==> src/rtl/fifo_word_packer_pkg.sv <==
// Shared types and helpers for the FIFO read-side word packer.
// Holds the default widths, the FSM state type and the lane keep-mask builder.
package fifo_pkg;

  localparam int DATA_W_DEF = 8;
  localparam int BYTES_DEF  = 4;
  localparam int MAX_BYTES  = 8;

  typedef enum logic {
    FILL = 1'b0,
    OUT  = 1'b1
  } state_t;

  // Low n lanes set; callers slice the lanes they actually have.
  function automatic logic [MAX_BYTES-1:0] keep_mask(input int unsigned n);
    logic [MAX_BYTES-1:0] mask;
    mask = '0;
    for (int unsigned i = 0; i < MAX_BYTES; i++) begin
      mask[i] = (i < n);
    end
    return mask;
  endfunction

endpackage

==> src/rtl/fifo_word_packer.sv <==
// Drains bytes from fifo_mem and packs BYTES of them little-endian into one word,
// emitted on a valid/ready stream; partial words leave on flush or idle timeout.
module fifo_word_packer
  import fifo_pkg::*;
#(
  parameter int DATA_W  = DATA_W_DEF,
  parameter int BYTES   = BYTES_DEF,
  parameter int TIMEOUT = 16
) (
  input  logic                    clk,
  input  logic                    rst,
  input  logic                    fifo_empty,
  input  logic [DATA_W-1:0]       fifo_dout,
  input  logic                    fifo_underflow,
  output logic                    fifo_rd,
  input  logic                    flush,
  output logic [DATA_W*BYTES-1:0] m_data,
  output logic [BYTES-1:0]        m_keep,
  output logic                    m_valid,
  input  logic                    m_ready,
  output logic                    err_underflow
);

  localparam int CNT_W  = $clog2(BYTES + 1);
  localparam int IDLE_W = (TIMEOUT > 0) ? $clog2(TIMEOUT + 1) : 1;

  state_t                    r_state;
  logic [CNT_W-1:0]          r_byte_cnt;
  logic                      r_rd_pend;
  logic                      r_flush_req;
  logic [IDLE_W-1:0]         r_idle_cnt;
  logic [DATA_W*BYTES-1:0]   r_m_data;
  logic [BYTES-1:0]          r_m_keep;
  logic                      r_m_valid;
  logic                      r_err;

  logic [CNT_W:0]            w_inflight;
  logic [CNT_W-1:0]          w_cnt_inc;
  logic                      w_rd;
  logic                      w_timeout_hit;
  logic [MAX_BYTES-1:0]      w_keep_full;
  logic                      w_unused_keep;

  // Bytes already held plus the one still in flight must leave room in the word.
  assign w_inflight    = {1'b0, r_byte_cnt} + {{CNT_W{1'b0}}, r_rd_pend};
  assign w_cnt_inc     = r_byte_cnt + CNT_W'(1);
  assign w_rd          = !rst && (r_state == FILL) && !fifo_empty && !r_flush_req
                         && (w_inflight < (CNT_W+1)'(BYTES));
  assign w_timeout_hit = (TIMEOUT != 0) && (r_idle_cnt == IDLE_W'(TIMEOUT));
  assign w_keep_full   = keep_mask(32'(r_byte_cnt));
  assign w_unused_keep = &{1'b0, w_keep_full};

  always_ff @(posedge clk) begin
    if (rst) begin
      r_state     <= FILL;
      r_byte_cnt  <= '0;
      r_rd_pend   <= 1'b0;
      r_flush_req <= 1'b0;
      r_idle_cnt  <= '0;
      r_m_data    <= '0;
      r_m_keep    <= '0;
      r_m_valid   <= 1'b0;
      r_err       <= 1'b0;
    end else begin
      r_rd_pend <= w_rd;
      if (flush || w_timeout_hit) begin
        r_flush_req <= 1'b1;
      end

      case (r_state)
        FILL: begin
          if (r_rd_pend) begin
            if (fifo_underflow) begin
              r_err <= 1'b1;
            end else begin
              for (int i = 0; i < BYTES; i++) begin
                if (r_byte_cnt == CNT_W'(i)) begin
                  r_m_data[i*DATA_W +: DATA_W] <= fifo_dout;
                end
              end
              r_byte_cnt <= w_cnt_inc;
              r_idle_cnt <= '0;
              // A full word takes priority over any flush arriving alongside it.
              if (w_cnt_inc == CNT_W'(BYTES)) begin
                r_state     <= OUT;
                r_m_valid   <= 1'b1;
                r_m_keep    <= '1;
                r_flush_req <= 1'b0;
              end
            end
          end else if (r_flush_req) begin
            r_flush_req <= 1'b0;
            if (r_byte_cnt != '0) begin
              r_state    <= OUT;
              r_m_valid  <= 1'b1;
              r_m_keep   <= w_keep_full[BYTES-1:0];
              r_idle_cnt <= '0;
            end
          end else if ((r_byte_cnt != '0) && fifo_empty
                       && (r_idle_cnt < IDLE_W'(TIMEOUT))) begin
            r_idle_cnt <= r_idle_cnt + IDLE_W'(1);
          end
        end

        OUT: begin
          if (r_m_valid && m_ready) begin
            r_state    <= FILL;
            r_byte_cnt <= '0;
            r_m_data   <= '0;
            r_m_keep   <= '0;
            r_m_valid  <= 1'b0;
            r_idle_cnt <= '0;
          end
        end

        default: r_state <= FILL;
      endcase
    end
  end

  assign fifo_rd       = w_rd;
  assign m_data        = r_m_data;
  assign m_keep        = r_m_keep;
  assign m_valid       = r_m_valid;
  assign err_underflow = r_err;

endmodule
==> config.mk <==
export PLATFORM = sky130hd
export DESIGN_NAME = fifo_word_packer
export DESIGN_NICKNAME = d
export VERILOG_FILES = /design/src/rtl/fifo_word_packer_pkg.sv /design/src/rtl/fifo_word_packer.sv
export SDC_FILE = /design/constraint.sdc
export NUM_CORES = 1
export LEC_CHECK = 0
export ABC_AREA = 0
export ABC_CLOCK_PERIOD_IN_PS = 2500
export CORE_MARGIN = 2
export CORE_UTILIZATION = 48
export CTS_CLUSTER_DIAMETER = 120
export DETAILED_ROUTE_END_ITERATION = 10
export PLACE_DENSITY = 0.91
export SYNTH_ARGS = -nofsm -noshare
export SYNTH_HDL_FRONTEND = slang
export SYNTH_SLANG_ARGS = --single-unit
==> constraint.sdc <==
create_clock -name clk -period 2.5 [get_ports clk]
set_input_delay 0.25 -clock clk [delete_from_list [all_inputs] [get_ports clk]]
set_output_delay 0.25 -clock clk [all_outputs]
set_load 0.03 [all_outputs]
* After elaboration in Yosys (flattened, before gate mapping) *
Index checks and enable logic that the tools add are counted.
W data, S select, Z words.

cells by class
  $lt $le $gt $ge = 6
  bitwise logic cells = 1
  add/sub/neg operators = 3
  equal/unequal tests = 18
  multiplexer cells = 46
  reduce and logical (&&, ||, !) cells = 21

operator list
  kind                   number
  $mux W32               3
  $pmux W32 S2           1
  $mux W8                4
  $mux W5                6
  $mux W4                6
  $reduce_and A4 Y1      5
  $mux W1                18
  $ne A2 B1 Y1 const B   5
  $pmux W5 S2            1
  $mux W3                3
  $ne A4 B3 Y1 const B   2
  $pmux W4 S2            1
  $logic_and A1 B1 Y1    7
  $eq A3 B2 Y1 const B   2
  $lt A1 B3 Y1 const A   2
  $lt A2 B3 Y1 const A   2
  $ne A3 B2 Y1 const B   2
  $ne A3 B3 Y1 const B   2
  $pmux W3 S2            1
  $reduce_and A3 Y1      2
  $add A5 B1 Y5 const B  1
  $eq A5 B5 Y1 const B   1
  $lt A5 B5 Y1 const B   1
  $reduce_and A5 Y1      1
  12 further kinds       16

word-level totals
  input port bits = 14
  word-level logic and storage cells = 107
  register bits after elaboration = 49

* Longest topological paths before layout *
  depth after elaboration = 7
  mapped depth = 8
  depth with buffers taken out = 7

* Worst setup path before layout *
OpenSTA, ideal clock, no wires.

  path kind = register to output
  from = reg r_byte_cnt[2]
  to = out fifo_rd
  path slack = 481 ps
  data required time = 2250 ps
  data arrival time = 1769 ps
  stages on the path, launching flop included = 4
  cells stage by stage = dfxtp_1 > buf_2 > or4_1 > a311oi_1

between the ends
  longest elaborated chain between the ends = 3

ends and longest elaborated chain
  element                 RTL line                text
  from (decl)             fifo_word_packer.sv:28  logic [CNT_W-1:0] r_byte_cnt;
  from (signal assigned)  fifo_word_packer.sv:81  r_byte_cnt <= w_cnt_inc;
  $add A3 B1 Y4           fifo_word_packer.sv:45  assign w_inflight = {1'b0, r_byte_cnt} + {{CNT_W{1'b0}}, r_rd_pend};
  $lt A4 B3 Y1            fifo_word_packer.sv:48  && (w_inflight < (CNT_W+1)'(BYTES));
  $logic_and A1 B1 Y1     fifo_word_packer.sv:48
  to (decl)               fifo_word_packer.sv:15  output logic fifo_rd,

Every way passes these cells.

* Final worst setup path *
  from = reg r_state
  to = out fifo_rd

between the ends
  longest elaborated chain between the ends = 5

ends and longest elaborated chain
  element                           RTL line                text
  from (decl)                       fifo_word_packer.sv:27  state_t r_state;
  from (signal assigned)            fifo_word_packer.sv:55  r_state <= FILL;
  from (signal assigned)            fifo_word_packer.sv:85  r_state <= OUT;
  from (signal assigned)            fifo_word_packer.sv:94  r_state <= OUT;
  $not A1 Y1                        -
  $logic_and A1 B1 Y1 (3 in a row)  fifo_word_packer.sv:47  assign w_rd = !rst && (r_state == FILL) && !fifo_empty && !r_flush_req
  $logic_and A1 B1 Y1               fifo_word_packer.sv:48

Every way passes these cells.

==> run metrics <==
largest net degree at the start of global routing=44; RSZ-0062 raised after global routing=no; Final HPWL DP=between 3 and 4 mm; Leak=between 1 and 1.5 nW; global route overflow=0; wire length of the first global-routing pass=roughly 7.5 mm; area fraction in compound gates after synthesis=between 10% and 20%; register clock-pin slew on the reported worst setup and hold paths=around 0.080 ns; final setup TNS=0 ns; antenna diode instance count=0; Power Total=roughly 1.5 mW; Synth Area in XOR/XNOR=1.26%; core area=slightly above 4000 µm²; Yosys cell types=40; final core utilization=about two thirds; DR DRC count=0; largest family of logic cells by synthesized area=simple AND/OR/NAND/NOR gates; postcts setup bufs=0; Least-Margin Pin Slew=0.623 ns; Max-slew headroom=between 50% and 60%; worst-path maximum fanout=19; DR vias=roughly 1.7k; simple-gate portion of the synthesized area=between 10% and 20%; Synth-to-Final Area Change=32.4%; initial antenna violation count=0; top cell family by delay on the critical path=simple AND/OR/NAND/NOR gates; Setup CP Type=register to output pin; Startpoint Class=register; reg-to-reg startpoint=r_byte_cnt[0]; # fillers=320; gr usage total=about a fifth; post-layout net count=a little under 300; clock skew=just under 0.01 ns; Max-Cap Viols=0; mux cell area share after synthesis=about 16%; clock root cell=clkbuf_8; CTS tree=built; Hold Crit Class=register to register; total CTS buffers=5; routability-driven placement congestion ratio=~0.85; DR iter-0 viols=62; placed cells=~310; r2r setup slk=just over 0.5 ns; Synth Area in Adders=about 3.6%; CP max-delay cell=or4_1; Place WS=between 0.3 and 0.4 ns; share of cells above drive strength 1=between 5 and 6%; Non-Filler Instances=between 300 and 400; CP Capture Type=output pin; Hold Crit Start=m_keep[3]; number of cell rows=23; CP required=between 2 and 2.5 ns; Storage cell area=a little under 1000 µm²; Buffers on Ports=52; maximum clock frequency=approximately 0.48 GHz; die width=roughly 70 µm; Sink Count=49; Post-synth EDFFs=0; clk_lat worst skew=0.30 ns; Syn Inst Count=220; PD cells=between 500 and 600 nW/µm²; dominant synthesized flop cell=dfxtp_1; crit-path cells=buf_4, or4_1, a311oi_1, buf_4; period utilization=~83%; crit-path max cell delay=about 0.50 ns; Slew Viols, Final=0; cell repeated most along the worst path=buf_4; CTS H-tree depth=2; final wirelength=4.54 mm; outcome=completed; CP bufs+invs=2; Worst R2R End=m_valid; Avg Synthesized Cell Area=between 9 and 10 µm²; flops & latches, synth=49; WHS Path Cells=2; register area share after synthesis=47.0%; Setup violations, final=0; multi-input logic area=1030 µm²; final hold violations=0; Post-synth ARST share=0%; Die H=~70 µm; IO Count=53; Synth Cell Area=about 2100 µm²; first-pass iteration count of the detailed router=6; Initial Util=about half; hold_buf cts=0; wire per inst=around 14 µm; DR vias/cell=between 5 and 6; Yosys warning count=0; worst reg-to-reg path cell count=7; die area=approximately 5000 µm²; Worst Hold Path EP=m_keep[3]; WP data arrival=~1.8 ns; Post-CTS Resized=0; vias in the first global route=about 1.6k; Setup WS post-layout=roughly 0.43 ns; Syn Nets=between 200 and 250; min Tclk post-route=around 2.1 ns; CTS Buffer Depth=2; Antenna Nets Post-Route=0; worst vdd ir=between 0.0004 and 0.0005 V
-- worst max path at each step --
stage                     cells past startpoint            from    endpoint  slack (ns)
final                                         4         r_state     fifo_rd        0.43
after global routing                          4         r_state     fifo_rd        0.34
after CTS                                     4         r_state     fifo_rd        0.44
after detailed placement                      5  fifo_underflow  m_data[14]        0.31
after global placement                        5  fifo_underflow  m_data[10]        0.38
after floorplan                               3   r_byte_cnt[2]     fifo_rd        0.48
-- power breakdown --
part	leakage (nW)	switching, mW	internal (mW)
clock network	0.0574	0.261	0.325
logic	0.729	0.0770	0.0627
registers	0.396	0.0102	0.792
-- final cells by class --
type                    instances  share of cell area (%)
clock buffers                   6                    2.99
well taps                      50                    2.26
flip-flops and latches         49                    35.5
clock inverters                 2                    1.36
repair buffers                 56                    19.8
multi-input cells             151                    37.1
inverters                       7                   0.950
-- stage by stage --
step                      area (µm²)  hold slack (ns)
after CTS                       2770            0.477
after floorplan                 2090            0.328
after detailed placement        2650            0.456
after global placement          2650            0.445
final                           2770            0.471
after global routing            2770            0.486
-- synth_stat cells (4+ instances only) --
library cell	n	share of area (%)
mux2i_1	33	16
dfxtp_1	49	47
ha_1	6	3.6
nor2b_1	10	3.0
nor2_1	45	8.1
nand2_1	5	0.90
clkbuf_1	8	1.4
nand3_1	4	0.96
inv_1	7	1.3
a21oi_1	7	1.7
-- logic make-up after synthesis --
| kind of cell | after synthesis |
|---|---|
| AO/OA/AOI/OAI | 29 |
| XOR/XNOR | 3 |
| adder cells (fa/ha/maj) | 6 |
| buffers and inverters | 20 |
| flip-flops | 49 |
| multiplexers | 33 |
| AND/OR/NAND/NOR | 80 |
-- registers in the layout (all words and copies together), names as in the netlist --
name / count
r_idle_cnt: 5
r_rd_pend: 1
m_data: 32
r_byte_cnt: 3
m_keep: 4
r_flush_req: 1
err_underflow: 1
r_state: 1
m_valid: 1
-- layer usage --
layer	vias to the layer above	track usage (%)	share of wire, %
li1	852	-	-
met1	754	23.9	45
met2	58	30.5	45
met3	6	8.80	9.2
met4	0	4.70	1.0
met5	-	0	0
-- worst register-to-register path: stages, from the launching register on --
cell and delay [ns]:
dfxtp_1 0.47, inv_1 0.12, ha_1 0.22, nor2b_1 0.17, nor3b_1 0.27, a31oi_1 0.08
or3_1 0.38, a21bo_2 0.21
-- layout by cell type (no fill, tap or decap), types with 3 or more instances in the layout --
cell,count
nor2_1,45
ha_1,6
mux2i_1,33
inv_1,7
clkdlybuf4s50_1,51
xnor2_1,3
nor3_1,3
clkbuf_8,6
o2bb2ai_1,3
dfxtp_1,49
a21o_1,3
buf_4,5
nand3_1,4
a21oi_1,7
nor2b_1,10
nand2_1,5
(Power assumes the default switching activity.)
